--- src/rtl/apb_pkg.sv ---
// -----------------------------------------------------------------------------
// apb_pkg
// Shared definitions for the APB requester and the completer register block.
//   apb_state_e : requester transfer phases
//   *_ADDR      : register-map offsets of the I2S transceiver register block
// -----------------------------------------------------------------------------
package apb_pkg;

  typedef enum logic [1:0] {
    IDLE   = 2'd0,
    SETUP  = 2'd1,
    ACCESS = 2'd2,
    RESP   = 2'd3
  } apb_state_e;

  localparam logic [31:0] CTRL_ADDR   = 32'h0000_0000;
  localparam logic [31:0] TXDATA_ADDR = 32'h0000_0004;
  localparam logic [31:0] RXDATA_ADDR = 32'h0000_0008;

endpackage

--- src/rtl/apb_wait_timer.sv ---
// -----------------------------------------------------------------------------
// apb_wait_timer
// Counts ACCESS wait cycles and flags the last one allowed before abort.
// Ports:
//   clk_i     : clock, rising edge
//   rst_ni    : asynchronous active-low reset (counter to 0)
//   clear_i   : synchronous clear, wins over enable
//   enable_i  : count one wait cycle
//   expired_o : counter has reached TIMEOUT-1 (never set when TIMEOUT == 0)
// -----------------------------------------------------------------------------
module apb_wait_timer #(
  parameter int unsigned TIMEOUT = 16
) (
  input  logic clk_i,
  input  logic rst_ni,
  input  logic clear_i,
  input  logic enable_i,
  output logic expired_o
);

  localparam int unsigned CNT_W = (TIMEOUT > 1) ? $clog2(TIMEOUT) : 1;
  localparam logic [CNT_W-1:0] LAST_CNT = (TIMEOUT == 0) ? '0 : CNT_W'(TIMEOUT - 1);

  logic [CNT_W-1:0] cnt_q, cnt_d;

  always_ff @(posedge clk_i or negedge rst_ni) begin
    if (!rst_ni) begin
      cnt_q <= '0;
    end else begin
      cnt_q <= cnt_d;
    end
  end

  // Saturating count: holds at all-ones instead of wrapping back to zero.
  always_comb begin
    cnt_d = cnt_q;
    if (clear_i) begin
      cnt_d = '0;
    end else if (enable_i && (cnt_q != '1)) begin
      cnt_d = cnt_q + 1'b1;
    end
  end

  assign expired_o = (TIMEOUT != 0) && (cnt_q == LAST_CNT);

endmodule

--- src/rtl/apb_requester.sv ---
// -----------------------------------------------------------------------------
// apb_requester
// APB3 initiator: converts a valid/ready command stream into SETUP/ACCESS
// transfers and returns read data / status on a valid/ready response channel.
// A wait-state timer aborts transfers whose completer never raises pready.
// Ports:
//   pclk, preset            : clock, asynchronous active-low reset
//   cmd_valid/cmd_ready     : command handshake; cmd_write/cmd_addr/cmd_wdata
//   rsp_valid/rsp_ready     : response handshake; rsp_rdata/rsp_err/rsp_timeout
//   psel/penable/pwrite/paddr/pwdata : APB request outputs (all registered)
//   pready/prdata/pslverr   : APB completer inputs
// -----------------------------------------------------------------------------
module apb_requester
  import apb_pkg::*;
#(
  parameter int unsigned ADDR_W  = 32,
  parameter int unsigned DATA_W  = 32,
  parameter int unsigned TIMEOUT = 16
) (
  input  logic              pclk,
  input  logic              preset,
  input  logic              cmd_valid,
  output logic              cmd_ready,
  input  logic              cmd_write,
  input  logic [ADDR_W-1:0] cmd_addr,
  input  logic [DATA_W-1:0] cmd_wdata,
  output logic              rsp_valid,
  input  logic              rsp_ready,
  output logic [DATA_W-1:0] rsp_rdata,
  output logic              rsp_err,
  output logic              rsp_timeout,
  output logic              psel,
  output logic              penable,
  output logic              pwrite,
  output logic [ADDR_W-1:0] paddr,
  output logic [DATA_W-1:0] pwdata,
  input  logic              pready,
  input  logic [DATA_W-1:0] prdata,
  input  logic              pslverr
);

  apb_state_e        state_q, state_d;
  logic              cmd_ready_q, cmd_ready_d;
  logic              psel_q, psel_d;
  logic              penable_q, penable_d;
  logic              pwrite_q, pwrite_d;
  logic [ADDR_W-1:0] paddr_q, paddr_d;
  logic [DATA_W-1:0] pwdata_q, pwdata_d;
  logic              rsp_valid_q, rsp_valid_d;
  logic [DATA_W-1:0] rsp_rdata_q, rsp_rdata_d;
  logic              rsp_err_q, rsp_err_d;
  logic              rsp_timeout_q, rsp_timeout_d;

  logic timer_clear, timer_en, timer_expired;
  logic cmd_fire;

  // cmd_ready_q is only ever high in IDLE, so this is the accept condition.
  assign cmd_fire = cmd_valid && cmd_ready_q;

  apb_wait_timer #(
    .TIMEOUT (TIMEOUT)
  ) u_wait_timer (
    .clk_i     (pclk),
    .rst_ni    (preset),
    .clear_i   (timer_clear),
    .enable_i  (timer_en),
    .expired_o (timer_expired)
  );

  // State and output registers; reset drops psel/penable asynchronously.
  always_ff @(posedge pclk or negedge preset) begin
    if (!preset) begin
      state_q       <= IDLE;
      cmd_ready_q   <= 1'b0;
      psel_q        <= 1'b0;
      penable_q     <= 1'b0;
      pwrite_q      <= 1'b0;
      paddr_q       <= '0;
      pwdata_q      <= '0;
      rsp_valid_q   <= 1'b0;
      rsp_rdata_q   <= '0;
      rsp_err_q     <= 1'b0;
      rsp_timeout_q <= 1'b0;
    end else begin
      state_q       <= state_d;
      cmd_ready_q   <= cmd_ready_d;
      psel_q        <= psel_d;
      penable_q     <= penable_d;
      pwrite_q      <= pwrite_d;
      paddr_q       <= paddr_d;
      pwdata_q      <= pwdata_d;
      rsp_valid_q   <= rsp_valid_d;
      rsp_rdata_q   <= rsp_rdata_d;
      rsp_err_q     <= rsp_err_d;
      rsp_timeout_q <= rsp_timeout_d;
    end
  end

  // Next-state logic.
  always_comb begin
    state_d = state_q;
    case (state_q)
      IDLE:    if (cmd_fire) state_d = SETUP;
      SETUP:   state_d = ACCESS;
      ACCESS:  if (pready || timer_expired) state_d = RESP;
      RESP:    if (rsp_ready) state_d = IDLE;
      default: state_d = IDLE;
    endcase
  end

  // Output / datapath next values. Address, direction and write data are
  // only loaded on command acceptance so they hold between transfers.
  always_comb begin
    cmd_ready_d   = cmd_ready_q;
    psel_d        = psel_q;
    penable_d     = penable_q;
    pwrite_d      = pwrite_q;
    paddr_d       = paddr_q;
    pwdata_d      = pwdata_q;
    rsp_valid_d   = rsp_valid_q;
    rsp_rdata_d   = rsp_rdata_q;
    rsp_err_d     = rsp_err_q;
    rsp_timeout_d = rsp_timeout_q;
    timer_clear   = 1'b0;
    timer_en      = 1'b0;
    case (state_q)
      IDLE: begin
        cmd_ready_d = 1'b1;
        if (cmd_fire) begin
          cmd_ready_d = 1'b0;
          psel_d      = 1'b1;
          pwrite_d    = cmd_write;
          paddr_d     = cmd_addr;
          pwdata_d    = cmd_wdata;
        end
      end
      SETUP: begin
        penable_d   = 1'b1;
        timer_clear = 1'b1;
      end
      ACCESS: begin
        if (pready) begin
          // pslverr is only meaningful alongside pready.
          psel_d        = 1'b0;
          penable_d     = 1'b0;
          rsp_valid_d   = 1'b1;
          rsp_rdata_d   = pwrite_q ? '0 : prdata;
          rsp_err_d     = pslverr;
          rsp_timeout_d = 1'b0;
        end else if (timer_expired) begin
          psel_d        = 1'b0;
          penable_d     = 1'b0;
          rsp_valid_d   = 1'b1;
          rsp_rdata_d   = '0;
          rsp_err_d     = 1'b1;
          rsp_timeout_d = 1'b1;
        end else begin
          timer_en = 1'b1;
        end
      end
      RESP: begin
        if (rsp_ready) begin
          rsp_valid_d = 1'b0;
          cmd_ready_d = 1'b1;
        end
      end
      default: ;
    endcase
  end

  assign cmd_ready   = cmd_ready_q;
  assign psel        = psel_q;
  assign penable     = penable_q;
  assign pwrite      = pwrite_q;
  assign paddr       = paddr_q;
  assign pwdata      = pwdata_q;
  assign rsp_valid   = rsp_valid_q;
  assign rsp_rdata   = rsp_rdata_q;
  assign rsp_err     = rsp_err_q;
  assign rsp_timeout = rsp_timeout_q;

endmodule

--- config.mk ---
export PLATFORM = sky130hd
export DESIGN_NAME = apb_requester
export DESIGN_NICKNAME = d
export VERILOG_FILES = /design/src/rtl/apb_pkg.sv /design/src/rtl/apb_wait_timer.sv /design/src/rtl/apb_requester.sv
export SDC_FILE = /design/constraint.sdc
export NUM_CORES = 1
export LEC_CHECK = 0
export ABC_CLOCK_PERIOD_IN_PS = 2800
export BUFFER_PORTS_ARGS = -buffer_cell sky130_fd_sc_hd__buf_2
export CELL_PAD_IN_SITES_DETAIL_PLACEMENT = 1
export CELL_PAD_IN_SITES_GLOBAL_PLACEMENT = 2
export CORE_ASPECT_RATIO = 1.2
export CORE_MARGIN = 1.5
export CORE_UTILIZATION = 30
export CTS_BUF_LIST = sky130_fd_sc_hd__clkbuf_8
export CTS_CLUSTER_SIZE = 30
export DETAILED_ROUTE_END_ITERATION = 16
export GPL_ROUTABILITY_DRIVEN = 0
export PLACE_DENSITY_LB_ADDON = 0.1
export SKIP_LAST_GASP = 1
export SLEW_MARGIN = 15
export SYNTH_ARGS = -nofsm -noshare
export SYNTH_HDL_FRONTEND = slang
export SYNTH_HIERARCHICAL = 1
export SYNTH_SLANG_ARGS = --single-unit
--- constraint.sdc ---
create_clock -name pclk -period 2.8 [get_ports pclk]
set_input_delay 0.28 -clock pclk [delete_from_list [all_inputs] [get_ports pclk]]
set_output_delay 0.28 -clock pclk [all_outputs]
set_load 0.005 [all_outputs]
==> results of run 1 <==
[routing by layer]
layer  track usage [%]  vias up
met4             5.833        0
met3             3.803       10
met2             25.02      128
met5                 0        -
met1             18.06     1550
li1                  -     1553
[synth_stat cells]
| cell type | count | area (um2) |
|---|---|---|
| sky130_fd_sc_hd__a21oi_1 | 2 | 10.01 |
| sky130_fd_sc_hd__o31ai_1 | 1 | 7.510 |
| sky130_fd_sc_hd__dfrtp_1 | 109 | 2728 |
| sky130_fd_sc_hd__nand2_1 | 70 | 262.8 |
| sky130_fd_sc_hd__nor3_2 | 1 | 10.01 |
| sky130_fd_sc_hd__and4b_2 | 1 | 11.26 |
| sky130_fd_sc_hd__and3_4 | 1 | 11.26 |
| sky130_fd_sc_hd__o22a_1 | 1 | 8.760 |
| sky130_fd_sc_hd__nor2b_1 | 4 | 25.02 |
| sky130_fd_sc_hd__mux2_2 | 65 | 732.0 |
| sky130_fd_sc_hd__o21ai_0 | 7 | 35.03 |
| sky130_fd_sc_hd__mux2i_1 | 2 | 20.02 |
| sky130_fd_sc_hd__nor3b_2 | 1 | 12.51 |
| sky130_fd_sc_hd__ha_1 | 7 | 87.58 |
| sky130_fd_sc_hd__or2_0 | 1 | 6.260 |
| sky130_fd_sc_hd__buf_6 | 4 | 45.04 |
| sky130_fd_sc_hd__nor2_1 | 7 | 26.28 |
| sky130_fd_sc_hd__nor2b_4 | 1 | 13.76 |
| sky130_fd_sc_hd__nand4_1 | 1 | 6.260 |
| sky130_fd_sc_hd__nand2b_1 | 2 | 12.51 |
| sky130_fd_sc_hd__inv_1 | 2 | 7.510 |
| sky130_fd_sc_hd__nor3_1 | 1 | 5.000 |
| sky130_fd_sc_hd__o41ai_1 | 1 | 8.760 |
| sky130_fd_sc_hd__o21ai_1 | 30 | 150.1 |
| sky130_fd_sc_hd__buf_4 | 6 | 45.04 |
| sky130_fd_sc_hd__o21ai_2 | 1 | 8.760 |
| sky130_fd_sc_hd__nand3_1 | 1 | 5.000 |
| sky130_fd_sc_hd__clkbuf_1 | 4 | 15.01 |
| sky130_fd_sc_hd__mux2_4 | 2 | 30.03 |
| sky130_fd_sc_hd__o311ai_0 | 1 | 8.760 |
| sky130_fd_sc_hd__buf_2 | 4 | 20.02 |
| sky130_fd_sc_hd__a21boi_0 | 1 | 7.510 |
[flip-flops by register name, indices dropped and copies added (netlist names)]
name,cells
psel,1
paddr,32
rsp_valid,1
rsp_err,1
rsp_timeout,1
pwdata,32
u_wait_timer/cnt_q,4
cmd_ready,1
pwrite,1
rsp_rdata,32
penable,1
state_q,2
[cells by family (layout without fill, tap and decap cells)]
kind of cell	Yosys count	after routing	synth area share [%]
flip-flops	109	109	62.23
other	0	1	0
buffers and inverters	20	227	3.026
AND/OR/NAND/NOR	92	92	9.306
AO/OA/AOI/OAI	45	45	5.595
multiplexers	69	69	17.84
adder cells (fa/ha/maj)	7	7	1.998
[path summary, 6_finish.rpt]
check / startpoint / end / cells past startpoint / slack, ns
max: state_q[0] / pwdata[31] / 5 / 0.81
min: preset / pwdata[0] / 1 / -0.01
max reg2reg: state_q[0] / pwdata[31] / 5 / 0.81
min reg2reg: rsp_rdata[5] / rsp_rdata[5] / 2 / 0.49
max in group asynchronous: preset / rsp_valid / 2 / 1.99
min in group pclk: prdata[11] / rsp_rdata[11] / 3 / 0.13
[layout by cell type, fill, tap and decap left out, types with 2 or more instances in the layout]
| master | n |
|---|---|
| sky130_fd_sc_hd__inv_1 | 3 |
| sky130_fd_sc_hd__clkbuf_8 | 10 |
| sky130_fd_sc_hd__o21ai_0 | 7 |
| sky130_fd_sc_hd__a21oi_1 | 2 |
| sky130_fd_sc_hd__nor2b_1 | 3 |
| sky130_fd_sc_hd__dfrtp_1 | 109 |
| sky130_fd_sc_hd__mux2_4 | 2 |
| sky130_fd_sc_hd__nand2_1 | 70 |
| sky130_fd_sc_hd__o21ai_1 | 30 |
| sky130_fd_sc_hd__ha_1 | 7 |
| sky130_fd_sc_hd__mux2i_1 | 2 |
| sky130_fd_sc_hd__clkinv_4 | 2 |
| sky130_fd_sc_hd__buf_12 | 2 |
| sky130_fd_sc_hd__nand2b_1 | 2 |
| sky130_fd_sc_hd__buf_2 | 204 |
| sky130_fd_sc_hd__buf_4 | 5 |
| sky130_fd_sc_hd__mux2_2 | 65 |
| sky130_fd_sc_hd__nor2_1 | 7 |
[critical path, cell delays in order, from the launching register on]
cell and delay [ns]:
sky130_fd_sc_hd__dfrtp_1 0.41, sky130_fd_sc_hd__inv_1 0.16, sky130_fd_sc_hd__ha_1 0.30, sky130_fd_sc_hd__nand3_4 0.37
sky130_fd_sc_hd__buf_4 0.35, sky130_fd_sc_hd__mux2_2 0.29
[area by class of cell]
cell class / instances / area, um2
Tap cell: 175 / 219.0
Clock buffer: 10 / 137.6
Inverter: 2 / 7.507
Antenna cell: 1 / 2.502
Timing Repair Buffer: 211 / 1099
Clock inverter: 4 / 51.30
Fill cell: 1638 / 8564
Multi-Input combinational cell: 213 / 1545
Sequential cell: 109 / 2728
[power by group]
group / leakage (nW) / internal [W] / total [W] / switching, W
clock: 0.0996 / 0.000430 / 0.000950 / 0.000521
sequential: 1.34 / 0.00235 / 0.00272 / 0.000371
combinational: 1.48 / 0.00131 / 0.00243 / 0.00112
[per-stage QoR]
stage / hold WS (ns) / instances
floorplan: -0.01559 / 342
global placement: 0.4342 / 710
detailed placement: 0.4352 / 710
CTS: 0.01703 / 724
global route: 0.03885 / 724
finish: -0.009545 / 725
==> flow_summary.json, run 1 <==
{
  "run_status": "finished, violations left",
  "finalSetupViolations": 0,
  "metal1_wirelength_um": 4712,
  "timing.max_slew.rel_slack_pct": 46.29,
  "post-dp-hpwl_um": 8477,
  "clock-skew-final_ns": 0.009946,
  "clock_tree.root_cell": "sky130_fd_sc_hd__clkbuf_8",
  "syn_area_per_cell_um2": 12.82,
  "initial_antenna_violation_count": 1,
  "post_synth_inst_count": 342,
  "cts_hold_repair.buffers": 0,
  "ioPinCount": 206,
  "clkLatencyLatePin_ns": 0.37,
  "startpoint_type": "flop",
  "num_rows": 48,
  "timing.final.max_slew_violations": 0,
  "endpoint_kind": "flop",
  "hold_ws_ns": -0.009545,
  "synth_cell_types": 32,
  "highest-signal-layer": "met4",
  "detail_route.wirelength_um": 11220,
  "min_period_ns": 1.994,
  "grt_pass1_vias": 3372,
  "finalNetCount": 656,
  "wire_per_inst_um": 15.47,
  "max_freq_mhz": 501.6,
  "wl_met3_um": 783,
  "timing_hold_violations_final": 4,
  "power.static_leakage_nw": 2.921,
  "cts_made_buffers": 9,
  "cts.repair_timing.setup_buffer_count": 0,
  "tritoncts_clock_tree": "done",
  "post-route-util_pct": 40.33,
  "drt_pre_antenna_iters": 4,
  "pin_count_of_the_biggest_net_entering_global_routing": 69,
  "cts.reportedPaths.clkPinSlew_ns": 0.10,
  "tightestPinTransition_ns": 0.8056,
  "clock_tree_sinks": 109,
  "worst-endpoint-required_ns": 3.05,
  "peakVddDrop_v": 0.0003838,
  "drt_iter0_drc": 70,
  "detailed_place.area_um2": 5598,
  "postRouteAntennaNets": 0,
  "area.growth.synth_to_final_pct": 32.09,
  "drc": 0,
  "core_region_area_um2": 14350,
  "dp_worst_setup_slack_ns": 0.7782,
  "power_density_nw_per_um2": 1053,
  "fraction_of_layout_instances_using_a_drive_strength_above_1_pct": 54.46,
  "clk_path_buf_depth": 2,
  "grt_util_all_layers_pct": 14.77,
  "overall_die_area_um2": 15350,
  "maxCapViolCount": 0,
  "grt_first_pass_wirelength_um": 17520,
  "die-width_um": 113.3,
  "synthesis.nets": 452,
  "worst_slack_ns": 0.8062,
  "die_height_um": 135.4,
  "failing_checks": "negative hold slack",
  "setup_repair_after_global_routing_missed_its_margin": "false",
  "vias": 3241,
  "synthesis.area_um2": 4383,
  "worstHoldPathType": "input port to asynchronous set/reset pin",
  "detailroute.wirelength.met2_um": 5558,
  "port_buffers": 205,
  "h-tree-depth": 3,
  "stdcell_area_um2": 5789,
  "routed_via_density": 4.470,
  "cp.arrival_ns": 2.25,
  "worstPathMaxFanout": 27,
  "initial_utilization_pct": 30.54,
  "grt_overflow": 0,
  "synth_warnings": 6,
  "timing.setup.tns_ns": 0,
  "final_min_period_over_clock_period_pct": 71.21,
  "crit_type": "flop to flop",
  "seq_area_frac_synth_pct": 62.23,
  "cts_resized": 0,
  "synth_seq_cells": 109,
  "power_w": 0.006096
}
(Power assumes the default switching activity.)
==> run 2, diff against run 1 <==
--- a/config.mk
+++ b/config.mk
@@ -5,13 +5,13 @@
 export SDC_FILE = /design/constraint.sdc
 export NUM_CORES = 1
 export LEC_CHECK = 0
-export ABC_CLOCK_PERIOD_IN_PS = 2800
+export ABC_CLOCK_PERIOD_IN_PS = 2000
 export BUFFER_PORTS_ARGS = -buffer_cell sky130_fd_sc_hd__buf_2
 export CELL_PAD_IN_SITES_DETAIL_PLACEMENT = 1
 export CELL_PAD_IN_SITES_GLOBAL_PLACEMENT = 2
 export CORE_ASPECT_RATIO = 1.2
 export CORE_MARGIN = 1.5
-export CORE_UTILIZATION = 30
+export CORE_UTILIZATION = 29
 export CTS_BUF_LIST = sky130_fd_sc_hd__clkbuf_8
 export CTS_CLUSTER_SIZE = 30
 export DETAILED_ROUTE_END_ITERATION = 16
==> constraint.sdc (replaced) <==
create_clock -name pclk -period 2 [get_ports pclk]
set_input_delay 0.2 -clock pclk [delete_from_list [all_inputs] [get_ports pclk]]
set_output_delay 0.2 -clock pclk [all_outputs]
set_load 0.005 [all_outputs]
==> run 2 against run 1 <==
  * The run now ends clean
  * Clock skew up 0.0029 ns
  * Critical path depth unchanged
  * Largest power group unchanged
  * Worst setup slack worse by 0.65 ns
  * Largest cell class unchanged
  * Critical endpoint is now u_wait_timer/cnt_q[0]
  * Routed wire length about the same
  * Total power up 41%
  * Clock-buffer cell count unchanged
  * Final cell count up 4.6%
  * Register-to-register slack worse by 0.65 ns
  * Utilization down 0.94 points
  * Clock power up 45%
==> flow_summary.json, run 2 (synthesized netlist as in run 1, its figures left out) <==
{
  "vias": 3285,
  "cp.arrival_ns": 2.12,
  "finalNetCount": 659,
  "endpoint_kind": "flop",
  "die_height_um": 137.7,
  "postRouteAntennaNets": 0,
  "diodes": 0,
  "h-tree-depth": 3,
  "num_rows": 49,
  "initial_utilization_pct": 29.42,
  "timing.max_slew.rel_slack_pct": 69.43,
  "final_common_cell": "sky130_fd_sc_hd__buf_2",
  "worstPathMaxFanout": 7,
  "startpoint_type": "flop",
  "drc": 0,
  "final_min_period_over_clock_period_pct": 92.01,
  "die-width_um": 115.2,
  "min_period_ns": 1.840,
  "wire_per_inst_um": 14.79,
  "max_freq_mhz": 543.4,
  "initial_antenna_violation_count": 0,
  "cts_made_buffers": 9,
  "clock_tree_sinks": 109,
  "ioPinCount": 206,
  "dp_worst_setup_slack_ns": 0.05579,
  "timing.final.max_slew_violations": 0,
  "timing.setup.tns_ns": 0,
  "post-dp-hpwl_um": 8268,
  "tritoncts_clock_tree": "done",
  "grt_pass1_vias": 3300,
  "tightestPinTransition_ns": 0.4545,
  "routed_via_density": 4.334,
  "peakVddDrop_v": 0.0004365,
  "pin_count_of_the_biggest_net_entering_global_routing": 69,
  "run_status": "complete, no violations",
  "clkLatencyLatePin_ns": 0.38,
  "port_buffers": 205,
  "maxCapViolCount": 0,
  "power_w": 0.008623,
  "highest_count_cells_in_the_layout_ignoring_fill_and_taps": "sky130_fd_sc_hd__buf_2 (204), sky130_fd_sc_hd__dfrtp_1 (109), sky130_fd_sc_hd__nand2_1 (70)",
  "worst-endpoint-required_ns": 2.28,
  "clock-skew-final_ns": 0.01283,
  "finalSetupViolations": 0,
  "clock_tree.root_cell": "sky130_fd_sc_hd__clkbuf_8",
  "core_region_area_um2": 14900,
  "setup_repair_after_global_routing_missed_its_margin": "false",
  "grt_overflow": 0,
  "cts.reportedPaths.clkPinSlew_ns": 0.11,
  "drt_iter0_drc": 101,
  "power_density_nw_per_um2": 1469,
  "worst_slack_ns": 0.1599,
  "cts.repair_timing.setup_buffer_count": 0,
  "clk_path_buf_depth": 2,
  "filler_cell_count": 1700,
  "overall_die_area_um2": 15860,
  "grt_util_all_layers_pct": 14.26,
  "drt_pre_antenna_iters": 2,
  "detail_route.wirelength_um": 11210,
  "area.growth.synth_to_final_pct": 33.91,
  "crit_type": "flop to flop",
  "power.static_leakage_nw": 2.949,
  "fraction_of_layout_instances_using_a_drive_strength_above_1_pct": 54.69,
  "worstHoldPathType": "input port to flop",
  "grt_first_pass_wirelength_um": 17010,
  "timing_hold_violations_final": 0
}
[run 2: worst paths after layout]
check | endpoint | depth (start not counted) | startpoint | slack [ns]
setup / recovery | u_wait_timer/cnt_q[0] | 5 | u_wait_timer/cnt_q[0] | 0.16
hold / removal | rsp_rdata[27] | 3 | prdata[27] | 0.04
setup reg to reg | u_wait_timer/cnt_q[0] | 5 | u_wait_timer/cnt_q[0] | 0.16
hold reg to reg | rsp_rdata[0] | 2 | rsp_rdata[0] | 0.48
max in group asynchronous | rsp_rdata[22] | 3 | preset | 1.11
min in group asynchronous | paddr[1] | 2 | preset | 0.25
[run 2: repair_timing]
action                                 4_1_cts  5_1_grt
endpoints found under the hold margin       19        0
resized for setup                            0        1
hold buffers                                 1        0
setup endpoints to repair                    0        4
[run 2: power by group]
| group | internal [W] | leakage, nW | switching, W | total [W] |
|---|---|---|---|---|
| clock network | 0.000613 | 0.108 | 0.000769 | 0.00138 |
| logic | 0.00187 | 1.50 | 0.00157 | 0.00344 |
| registers | 0.00329 | 1.34 | 0.000516 | 0.00380 |
| total | 0.00576 | 2.95 | 0.00286 | 0.00862 |
[run 2: layout make-up]
type | instances | area, um2 | area share [%]
repair buffers | 214 | 1136 | 19.36
well taps | 204 | 255.2 | 4.349
inverters | 2 | 7.507 | 0.1279
clock inverters | 6 | 61.31 | 1.045
multi-input cells | 213 | 1544 | 26.31
flip-flops and latches | 109 | 2728 | 46.47
clock buffers | 10 | 137.6 | 2.345
[run 2: metrics by stage]
stage          cells  hold slack, ns  area [um2]  utilization, %
3_3_place_gp     741          0.1104        5654           37.95
2_1_floorplan    342        -0.09559        4383               -
4_1_cts          758        0.007789        5863           39.36
6_report         758         0.03901        5869           39.40
5_1_grt          758         0.01956        5869           39.40
3_5_place_dp     741          0.1131        5654           37.95
[run 2: worst max-delay path, cell delays in order, from the launching register on]
cell	delay, ns
sky130_fd_sc_hd__dfrtp_1	0.42
sky130_fd_sc_hd__ha_1	0.24
sky130_fd_sc_hd__and3_4	0.20
sky130_fd_sc_hd__nor3b_4	0.33
sky130_fd_sc_hd__nor2b_4	0.24
sky130_fd_sc_hd__mux2_4	0.30
[run 2: per-layer routing]
layer / vias to the layer above / share of wire (%) / global-route usage [%]
met3: 13 / 6.5 / 3.300
met1: 1577 / 44 / 17.43
met4: 0 / 1.9 / 7.202
met2: 125 / 48 / 23.58
met5: - / 0 / 0
li1: 1570 / - / -
